`src/rtl/div_pkg.sv`:
```
// Shared definitions for the restoring divider.
//   WIDTH_DEFAULT : default operand/quotient/remainder width
//   div_state_e   : controller states (IDLE, CALC, DONE)
//   DIV0_QUOT     : quotient reported for a zero divisor (all ones)
//   OVF_QUOT/REM  : result of the signed overflow case (SIGNED_DIV_EN only)
package div_pkg;

  localparam int WIDTH_DEFAULT = 32;

  typedef enum logic [1:0] {
    IDLE = 2'd0,
    CALC = 2'd1,
    DONE = 2'd2
  } div_state_e;

  localparam logic [WIDTH_DEFAULT-1:0] DIV0_QUOT = '1;

`ifdef SIGNED_DIV_EN
  // Most-negative / -1 cannot be represented; the magnitude path naturally
  // yields these values (0x8000_0000 negated is itself).
  localparam logic [WIDTH_DEFAULT-1:0] OVF_QUOT = {1'b1, {(WIDTH_DEFAULT-1){1'b0}}};
  localparam logic [WIDTH_DEFAULT-1:0] OVF_REM  = '0;
`endif

endpackage

```
`src/rtl/div_step.sv`:
```
// One iteration of the radix-2 restoring divider (purely combinational).
//   rem          in  WIDTH  current partial remainder
//   quo_msb      in  1      next dividend bit shifted into the remainder LSB
//   divisor      in  WIDTH  divisor
//   next_rem     out WIDTH  partial remainder after this step
//   next_quo_bit out 1      quotient bit produced by this step
//   borrow       out 1      trial subtraction went negative
// The trial subtract is a (WIDTH+1)-bit Kogge-Stone prefix adder computing
// shifted_rem + ~{0,divisor} + 1; carry-out of 0 means a borrow.
module div_step #(
  parameter int WIDTH = 32
) (
  input  logic [WIDTH-1:0] rem,
  input  logic             quo_msb,
  input  logic [WIDTH-1:0] divisor,
  output logic [WIDTH-1:0] next_rem,
  output logic             next_quo_bit,
  output logic             borrow
);

  localparam int N  = WIDTH + 1;
  localparam int LV = $clog2(N);

  logic [N-1:0]        a;
  logic [N-1:0]        b;
  logic [N-1:0]        sum;
  logic [N:0]          c;
  logic [LV:0][N-1:0]  g_lvl;
  logic [LV:0][N-1:0]  p_lvl;
  logic                unused_sum_msb;

  assign a    = {rem, quo_msb};
  assign b    = ~{1'b0, divisor};
  assign c[0] = 1'b1;

  genvar gi, gl;
  generate
    for (gi = 0; gi < N; gi++) begin : g_bit
      assign g_lvl[0][gi] = a[gi] & b[gi];
      assign p_lvl[0][gi] = a[gi] ^ b[gi];
    end

    for (gl = 1; gl <= LV; gl++) begin : g_level
      for (gi = 0; gi < N; gi++) begin : g_node
        if (gi >= (1 << (gl - 1))) begin : g_merge
          assign g_lvl[gl][gi] = g_lvl[gl-1][gi] |
                                 (p_lvl[gl-1][gi] & g_lvl[gl-1][gi - (1 << (gl - 1))]);
          assign p_lvl[gl][gi] = p_lvl[gl-1][gi] & p_lvl[gl-1][gi - (1 << (gl - 1))];
        end else begin : g_pass
          assign g_lvl[gl][gi] = g_lvl[gl-1][gi];
          assign p_lvl[gl][gi] = p_lvl[gl-1][gi];
        end
      end
    end

    for (gi = 0; gi < N; gi++) begin : g_sum
      // Carry into bit gi+1 includes the forced carry-in of 1.
      assign c[gi+1] = g_lvl[LV][gi] | p_lvl[LV][gi];
      assign sum[gi] = a[gi] ^ b[gi] ^ c[gi];
    end
  endgenerate

  assign borrow       = ~c[N];
  assign next_quo_bit = c[N];
  // On success the difference is below the divisor, so its MSB is always 0.
  // On a borrow the shifted remainder is below the divisor, so a[N-1] is 0.
  assign next_rem       = borrow ? a[WIDTH-1:0] : sum[WIDTH-1:0];
  assign unused_sum_msb = sum[N-1];

endmodule

```
`src/rtl/restoring_divider_32bits.sv`:
```
// Multi-cycle unsigned (optionally signed) restoring divider with
// valid/ready handshakes on both sides.
//   clk, rst_n            clock, asynchronous active-low reset
//   in_valid / in_ready   operand handshake (ready only in IDLE)
//   dividend, divisor     operands, latched on accept
//   is_signed             signed mode select (only with SIGNED_DIV_EN)
//   out_valid / out_ready result handshake (valid only in DONE)
//   quotient, remainder   results, updated only on entry to DONE
//   div_by_zero           set when the accepted divisor was zero
//   busy                  high while iterating
// Optional feature macro: SIGNED_DIV_EN.
// Timing: accept at edge k, WIDTH iterations on edges k+1..k+WIDTH, result
// (with sign fix-up) registered at edge k+WIDTH+1. A zero divisor skips the
// iterations and reaches DONE at edge k+1.
module restoring_divider_32bits
  import div_pkg::*;
#(
  parameter int WIDTH = WIDTH_DEFAULT,
  parameter int CNT_W = 6
) (
  input  logic             clk,
  input  logic             rst_n,
  input  logic             in_valid,
  output logic             in_ready,
`ifdef SIGNED_DIV_EN
  input  logic             is_signed,
`endif
  input  logic [WIDTH-1:0] dividend,
  input  logic [WIDTH-1:0] divisor,
  output logic             out_valid,
  input  logic             out_ready,
  output logic [WIDTH-1:0] quotient,
  output logic [WIDTH-1:0] remainder,
  output logic             div_by_zero,
  output logic             busy
);

  div_state_e       state_reg, state_next;
  logic [CNT_W-1:0] cnt_reg, cnt_next;
  logic [WIDTH-1:0] rem_reg, rem_next;
  logic [WIDTH-1:0] quo_reg, quo_next;   // dividend shifts out, quotient shifts in
  logic [WIDTH-1:0] dvs_reg, dvs_next;
  logic             zero_reg, zero_next;
  logic [WIDTH-1:0] quotient_reg, quotient_next;
  logic [WIDTH-1:0] remainder_reg, remainder_next;
  logic             dbz_reg, dbz_next;
  logic             neg_q_reg, neg_q_next;
  logic             neg_r_reg, neg_r_next;

  logic [WIDTH-1:0] step_rem;
  logic             step_bit;
  logic             step_borrow_unused;
  logic [WIDTH-1:0] dividend_mag;
  logic [WIDTH-1:0] divisor_mag;
  logic             sign_a;
  logic             sign_b;

  div_step #(.WIDTH(WIDTH)) u_step (
    .rem          (rem_reg),
    .quo_msb      (quo_reg[WIDTH-1]),
    .divisor      (dvs_reg),
    .next_rem     (step_rem),
    .next_quo_bit (step_bit),
    .borrow       (step_borrow_unused)
  );

`ifdef SIGNED_DIV_EN
  assign sign_a = is_signed & dividend[WIDTH-1];
  assign sign_b = is_signed & divisor[WIDTH-1];
`else
  assign sign_a = 1'b0;
  assign sign_b = 1'b0;
`endif
  // The most-negative value maps onto itself, which is its correct
  // unsigned magnitude.
  assign dividend_mag = sign_a ? -dividend : dividend;
  assign divisor_mag  = sign_b ? -divisor  : divisor;

  always_comb begin
    state_next     = state_reg;
    cnt_next       = cnt_reg;
    rem_next       = rem_reg;
    quo_next       = quo_reg;
    dvs_next       = dvs_reg;
    zero_next      = zero_reg;
    quotient_next  = quotient_reg;
    remainder_next = remainder_reg;
    dbz_next       = dbz_reg;
    neg_q_next     = neg_q_reg;
    neg_r_next     = neg_r_reg;

    case (state_reg)
      IDLE: begin
        if (in_valid) begin
          rem_next   = '0;
          dvs_next   = divisor_mag;
          zero_next  = (divisor == '0);
          neg_q_next = sign_a ^ sign_b;
          neg_r_next = sign_a;
          state_next = CALC;
          if (divisor == '0) begin
            // Keep the raw dividend: it is reported as the remainder.
            quo_next = dividend;
            cnt_next = '0;
          end else begin
            quo_next = dividend_mag;
            cnt_next = CNT_W'(WIDTH);
          end
        end
      end

      CALC: begin
        if (cnt_reg != '0) begin
          rem_next = step_rem;
          quo_next = {quo_reg[WIDTH-2:0], step_bit};
          cnt_next = cnt_reg - CNT_W'(1);
        end else begin
          state_next = DONE;
          dbz_next   = zero_reg;
          if (zero_reg) begin
            quotient_next  = DIV0_QUOT;
            remainder_next = quo_reg;
          end else begin
            quotient_next  = neg_q_reg ? -quo_reg : quo_reg;
            remainder_next = neg_r_reg ? -rem_reg : rem_reg;
          end
        end
      end

      DONE: begin
        if (out_ready) state_next = IDLE;
      end

      default: state_next = IDLE;
    endcase
  end

  always_ff @(posedge clk or negedge rst_n) begin
    if (!rst_n) begin
      state_reg     <= IDLE;
      cnt_reg       <= '0;
      rem_reg       <= '0;
      quo_reg       <= '0;
      dvs_reg       <= '0;
      zero_reg      <= 1'b0;
      quotient_reg  <= '0;
      remainder_reg <= '0;
      dbz_reg       <= 1'b0;
      neg_q_reg     <= 1'b0;
      neg_r_reg     <= 1'b0;
    end else begin
      state_reg     <= state_next;
      cnt_reg       <= cnt_next;
      rem_reg       <= rem_next;
      quo_reg       <= quo_next;
      dvs_reg       <= dvs_next;
      zero_reg      <= zero_next;
      quotient_reg  <= quotient_next;
      remainder_reg <= remainder_next;
      dbz_reg       <= dbz_next;
      neg_q_reg     <= neg_q_next;
      neg_r_reg     <= neg_r_next;
    end
  end

  assign in_ready    = (state_reg == IDLE);
  assign out_valid   = (state_reg == DONE);
  assign busy        = (state_reg == CALC);
  assign quotient    = quotient_reg;
  assign remainder   = remainder_reg;
  assign div_by_zero = dbz_reg;

endmodule

```
`config.mk`:
```
export PLATFORM = sky130hd
export DESIGN_NAME = restoring_divider_32bits
export DESIGN_NICKNAME = d
export VERILOG_FILES = /design/src/rtl/div_pkg.sv /design/src/rtl/div_step.sv /design/src/rtl/restoring_divider_32bits.sv
export SDC_FILE = /design/constraint.sdc
export NUM_CORES = 1
export LEC_CHECK = 0
export CAP_MARGIN = 20
export CORE_ASPECT_RATIO = 1.75
export CORE_UTILIZATION = 29
export DETAILED_ROUTE_END_ITERATION = 10
export GPL_ROUTABILITY_DRIVEN = 0
export GPL_TIMING_DRIVEN = 0
export HOLD_SLACK_MARGIN = 0.08
export PLACE_DENSITY_LB_ADDON = 0.12
export SLEW_MARGIN = 20
export SYNTH_ARGS = -nofsm -noshare
export SYNTH_HDL_FRONTEND = slang
export SYNTH_SLANG_ARGS = --single-unit
```
`constraint.sdc`:
```
create_clock -name clk -period 2.6 [get_ports clk]
set_input_delay 0.78 -clock clk [delete_from_list [all_inputs] [get_ports clk]]
set_output_delay 0.78 -clock clk [all_outputs]
set_load 0.02 [all_outputs]
```
## After elaboration in Yosys (flattened, before gate mapping)

Index checks and enable logic that the tools add are counted.

- Bits in registers: 170
- Input bits: 68
- Output and inout port bits: 68
- Logic and storage cells: 563

- Add/subtract/negate cells: 1
- Eq/ne operators: 6
- Mux-type cells: 17
- Bitwise gates (word level): 522
- Reduce and logical (&&, ||, !) cells: 8

Operators by type and width:

| kind | number |
|---|---|
| $and 1x1->1 | 293 |
| $mux 32 | 7 |
| $or 1x1->1 | 162 |
| $pmux 32 s2 | 2 |
| $xor 1x1->1 | 64 |
| $not 32->33 | 1 |
| $logic_not 32->1 | 1 |
| $mux 6 | 3 |
| $pmux 6 s2 | 1 |
| $mux 2 | 3 |
| $pmux 2 s3 | 1 |
| $reduce_and 3->1 | 2 |
| $reduce_bool 6->1 | 1 |
| $sub 6x1->6 const B | 1 |
| $ne 2x1->1 const B | 2 |
| $ne 2x2->1 const B | 2 |
| $reduce_and 2->1 | 2 |
| $eq 2x1->1 const B | 1 |
| $eq 2x2->1 const B | 1 |
| $logic_not 2->1 | 1 |
| $not 1->1 | 2 |
| $reduce_bool 2->1 | 1 |

## Logic depth before layout (Yosys ltp)

- Word-level depth: 17
- Gate-level depth with buffers: 13
- Gate-level depth less buffers: 11

## By module

From an unflattened synthesis, not the netlist that was laid out.

- Cell total of the unflattened synthesis: 1045
- Area total of the unflattened synthesis: 9371.5 um^2

Modules (own cells, without submodules):

| module | instances | cells an instance | area an instance (um^2) | seq. area each (um^2) |
|---|---|---|---|---|
| restoring_divider_32bits | 1 | 777 | 7186.9 | 4254.1 |
| div_step | 1 | 268 | 2184.6 | 0.0 |

## Least setup slack after synthesis

No wires, ideal clock.

- Kind: register to register
- Start: reg rem_reg[9]
- End: reg rem_reg[14]
- Setup time: 0.137 ns
- Arrival: 2.500 ns
- Required time: 2.463 ns
- Path slack: -0.037 ns
- Cell stages (with the launch flop): 13
- Buffers on the path: 2
- Clock period less this slack: 2.637 ns
- Cell sequence: dfrtp_1 > ha_1 > a21oi_1 > o2111ai_1 > a221oi_2 > o21ai_0 > nor3_2 > o21ai_4 > and2_4 > buf_6 > buf_6 > mux2i_1 > o22ai_1

- Cells in the longest elaborated chain, start to end: 15
- Elaborated cells between the ends (all ways): 38
- Classes of those cells: mux: 3; bitwise: 35

Ends and longest elaborated chain:

| item | RTL line | source |
|---|---|---|
| start: declaration | restoring_divider_32bits.sv:40 | `logic [WIDTH-1:0] rem_reg, rem_next;` |
| start signal: assignment | restoring_divider_32bits.sv:154 | `rem_reg <= rem_next;` |
| $xor 1x1->1 | div_step.sv:40 | `assign p_lvl[0][gi] = a[gi] ^ b[gi];` |
| $and 1x1->1 | div_step.sv:47 | `(p_lvl[gl-1][gi] & g_lvl[gl-1][gi - (1 << (gl - 1))]);` |
| $or 1x1->1 | div_step.sv:46 | `assign g_lvl[gl][gi] = g_lvl[gl-1][gi] \|` |
| $and 1x1->1 | div_step.sv:47 |  |
| $or 1x1->1 | div_step.sv:46 |  |
| $and 1x1->1 | div_step.sv:47 |  |
| $or 1x1->1 (2 in series) | div_step.sv:46 |  |
| $and 1x1->1 | div_step.sv:47 |  |
| $or 1x1->1 (2 in series) | div_step.sv:46 |  |
| $or 1x1->1 | div_step.sv:58 | `assign c[gi+1] = g_lvl[LV][gi] \| p_lvl[LV][gi];` |
| $mux 32 (*) | div_step.sv:67 | `assign next_rem = borrow ? a[WIDTH-1:0] : sum[WIDTH-1:0];` |
| $mux 32 (*) | restoring_divider_32bits.sv:113 | `if (cnt_reg != '0) begin` |
| $pmux 32 s2 (*) | restoring_divider_32bits.sv:92 | `case (state_reg)` |

Mark *: on every way between the ends. The rest lies on a longest branch, timed or not. The select of a mux whose other input is x is not followed.
A chain may end at the register's enable or synchronous reset.

## Worst setup path after layout

Same ends and word-level chain as after synthesis.

==> impl_metrics.toml <==
[routing]
drt-total-wl_um = 27400
vias = 7497
ant_nets = 0
drt_iter0_drc = 283
first_pass_iters = 4
drc = 0
viasPerCell = 4.81
wl_per_cell_um = 17.6

[sta]
final_max_slew_viol_count = 0
fin_crit_sh = 1.07
final_hold_viol_count = 0
finClkSkew_ns = 0.00696
rsz0062_at_grt = "true"
timing.slew.headroom = 0.436
max_freq_ghz = 0.361
setup-violations-final = 33
fin_ws_ns = -0.171
tightest_slew_ns = 0.846
period_minus_slack_ns = 2.77

[yosys]
yosysSeqAreaShare = 0.485
synth_cells = 979
synthesis.nets = 1082
async_reset_ff_frac = 1.00
avgSynthCellArea_um2 = 8.95
synth_top_flop_cell = "dfrtp_1"
yosysUniqueCellTypes = 55
yosys_warnings = 0
synth_edf_count = 0
synth.cell_area_mm2 = 0.00877
ys_seq_elements = 170

[die]
dieArea_mm2 = 0.0310
std_cell_rows = 83
initial_core_util = 0.297
die_w_um = 133
num_io_pins = 136
core_mm2 = 0.0295
die_y_um = 232

[setup_path]
worstPathRequired_ns = 2.91
worstSetupStartpointType = "flip-flop"
crit_top_cell = "buf_12"
path_class = "flip-flop to flip-flop"
worst_path_max_delay_cell = "dfrtp_2"
critical_path.max_stage_delay_ns = 0.43
critPathCaptureType = "flip-flop"
crit_start = "rem_reg[9]"
cp_num_buf_inv = 2
crit_fanout = 7
crit_path_cell_trace = "ha_4 -> nand4_1 -> or3_4 -> a211oi_4 -> nor3_4 -> o21ai_4 -> and2_4 -> buf_12 -> buf_12 -> mux2i_2 -> o22ai_1"
crit_family = "simple AND/OR/NAND/NOR gates"
r2r_start = "rem_reg[9]"
cp.arrival_ns = 3.08

[worst_hold_path]
min_path_type = "input port to async pin"

[power_and_ir_drop]
power_w = 0.0199
power_density_mw_per_mm2 = 1660
p_leak_nw = 5.09
peakVddDrop_v = 0.000707

[grt]
grt_usage = 0.185
grt_max_degree = 93
grt_pass1_vias = 7608
grt_pass1_wl_um = 43200
grt_overflow = 0
antenna_found_initial = 0

[clock_network]
cts.clk_slew.worst_paths_ns = 0.07
clk_latency_ns = 0.45
cts_tree = "done"
clkSinkCount = 170
root_buffer = "clkbuf_16"
htreeDepth = 4
cts.path.max_buffers = 2
cts_made_buffers = 17

[job]
maxCapViolations = 0

[cells_and_area]
layout-drive-gt1-share = 0.121
nets = 1266
final_util = 0.406
syn2layout_area_growth_pct = 36.7
instances_no_fill = 1558
n_antenna_cell = 0

[outcome]
violations = "setup timing"
outcome = "finished, violations left"

[placement]
dpl.hpwl_um = 21000
port_buffers = 135
dp_cells = 1497
==> cell families (layout without fill, tap and decap cells) <==
kind of cell / Yosys count / count (layout) / share of synthesized area
compound gates: 254 / 254 / 0.168
buf+inv: 98 / 295 / 0.0450
xor+xnor: 28 / 28 / 0.0280
simple gates: 342 / 342 / 0.164
mux: 52 / 52 / 0.0595
flops: 170 / 170 / 0.485
fa+ha+maj: 35 / 35 / 0.0500
==> cells in the mapped netlist, drive strengths merged, types with 2 or more instances <==
cell type	count	area, um2
a211oi	2	20.0
a21o	16	120
a21oi	27	135
a31oi	37	231
a32oi	6	52.6
and2	4	27.5
and3	4	25.0
buf	8	56.3
clkbuf	48	180
dfrtp	170	4250
ha	35	438
inv	41	154
mux2i	51	510
nand2	187	704
nand2b	4	25.0
nand3	21	105
nand4	6	37.5
nor2	88	330
nor2b	6	37.5
nor3	4	25.0
nor4	9	56.3
o21a	2	15.0
o21ai	145	737
o21bai	4	30.0
o31ai	3	22.5
or3	4	25.0
xnor2	16	140
xor2	12	105
==> through the flow <==
| stage | hold WS (ns) | setup slack, ns | TNS, ns | cell area, um2 |
|---|---|---|---|---|
| final | 0.312 | -0.171 | -3.11 | 12000 |
| after detailed placement | 0.469 | -0.999 | -85.17 | 10600 |
| after floorplan | 0.471 | -0.00118 | -0.00118 | 8780 |
| after global placement | 0.464 | -6.78 | -1229.21 | 10600 |
| after CTS | 0.329 | -0.207 | -4.77 | 11800 |
| after global routing | 0.356 | -0.247 | -6.65 | 12000 |
==> report_power, final <==
group	leakage [nW]	switching, W	total, W	internal, W
logic	2.66	0.00652	0.0121	0.00558
clock network	0.317	0.00108	0.00281	0.00173
registers	2.11	0.00106	0.00500	0.00394
==> per-layer routing <==
metal	wire length, um	GRT usage	part of all wire
met5	0	0	0
met4	657	0.0753	0.024
met3	812	0.0238	0.030
met2	14800	0.349	0.54
met1	11100	0.205	0.41
==> placed cells by master (no fill, tap or decap), types with 4 or more instances in the layout <==
cell	instances
nand4_1	6
buf_12	4
a31oi_1	36
clkbuf_2	6
and3_1	4
inv_1	35
ha_1	22
o21ai_1	28
nor4_1	9
a21oi_2	5
clkdlybuf4s50_1	133
a21oi_1	19
buf_4	26
mux2i_1	49
clkbuf_1	45
o21ai_0	112
clkbuf_16	18
nor2b_1	5
clkbuf_8	5
dfrtp_1	163
xor2_1	12
xnor2_1	16
bufinv_16	4
a32oi_1	6
dfrtp_2	7
nand2_1	183
nand3_1	21
a21o_1	16
nor2_1	84
inv_2	6
ha_4	12
==> path summary, 6_finish.rpt <==
kind                                end  cells after the start  slack (ns)
min                          dvs_reg[4]                      1        0.31
max                         rem_reg[14]                     11       -0.17
min in group clk           quotient[23]                      2        0.48
min reg2reg                quotient[23]                      2        0.48
max in group asynchronous   quo_reg[31]                      2        1.35
max reg2reg                 rem_reg[14]                     11       -0.17
==> timing repair <==
item | 4_1_cts | 5_1_grt
cloned | 1 | 1
pin swaps | 25 | 13
setup buffers | 23 | 6
setup endpoints to repair | 135 | 76
hold buffers | 0 | 0
hold endpoints to repair | 0 | 0
gates resized for setup | 78 | 37
==> area by class of cell <==
cell class                      count  area (um2)
Multi-Input combinational cell    711        4510
Sequential cell                   170        4260
Inverter                           42         163
Clock inverter                      7         135
Tap cell                          382         478
Buffer                             54         262
Fill cell                        2981       17500
Clock buffer                       25         505
Timing Repair Buffer              167        1670
No activity file was read; power rests on OpenSTA's default activity.
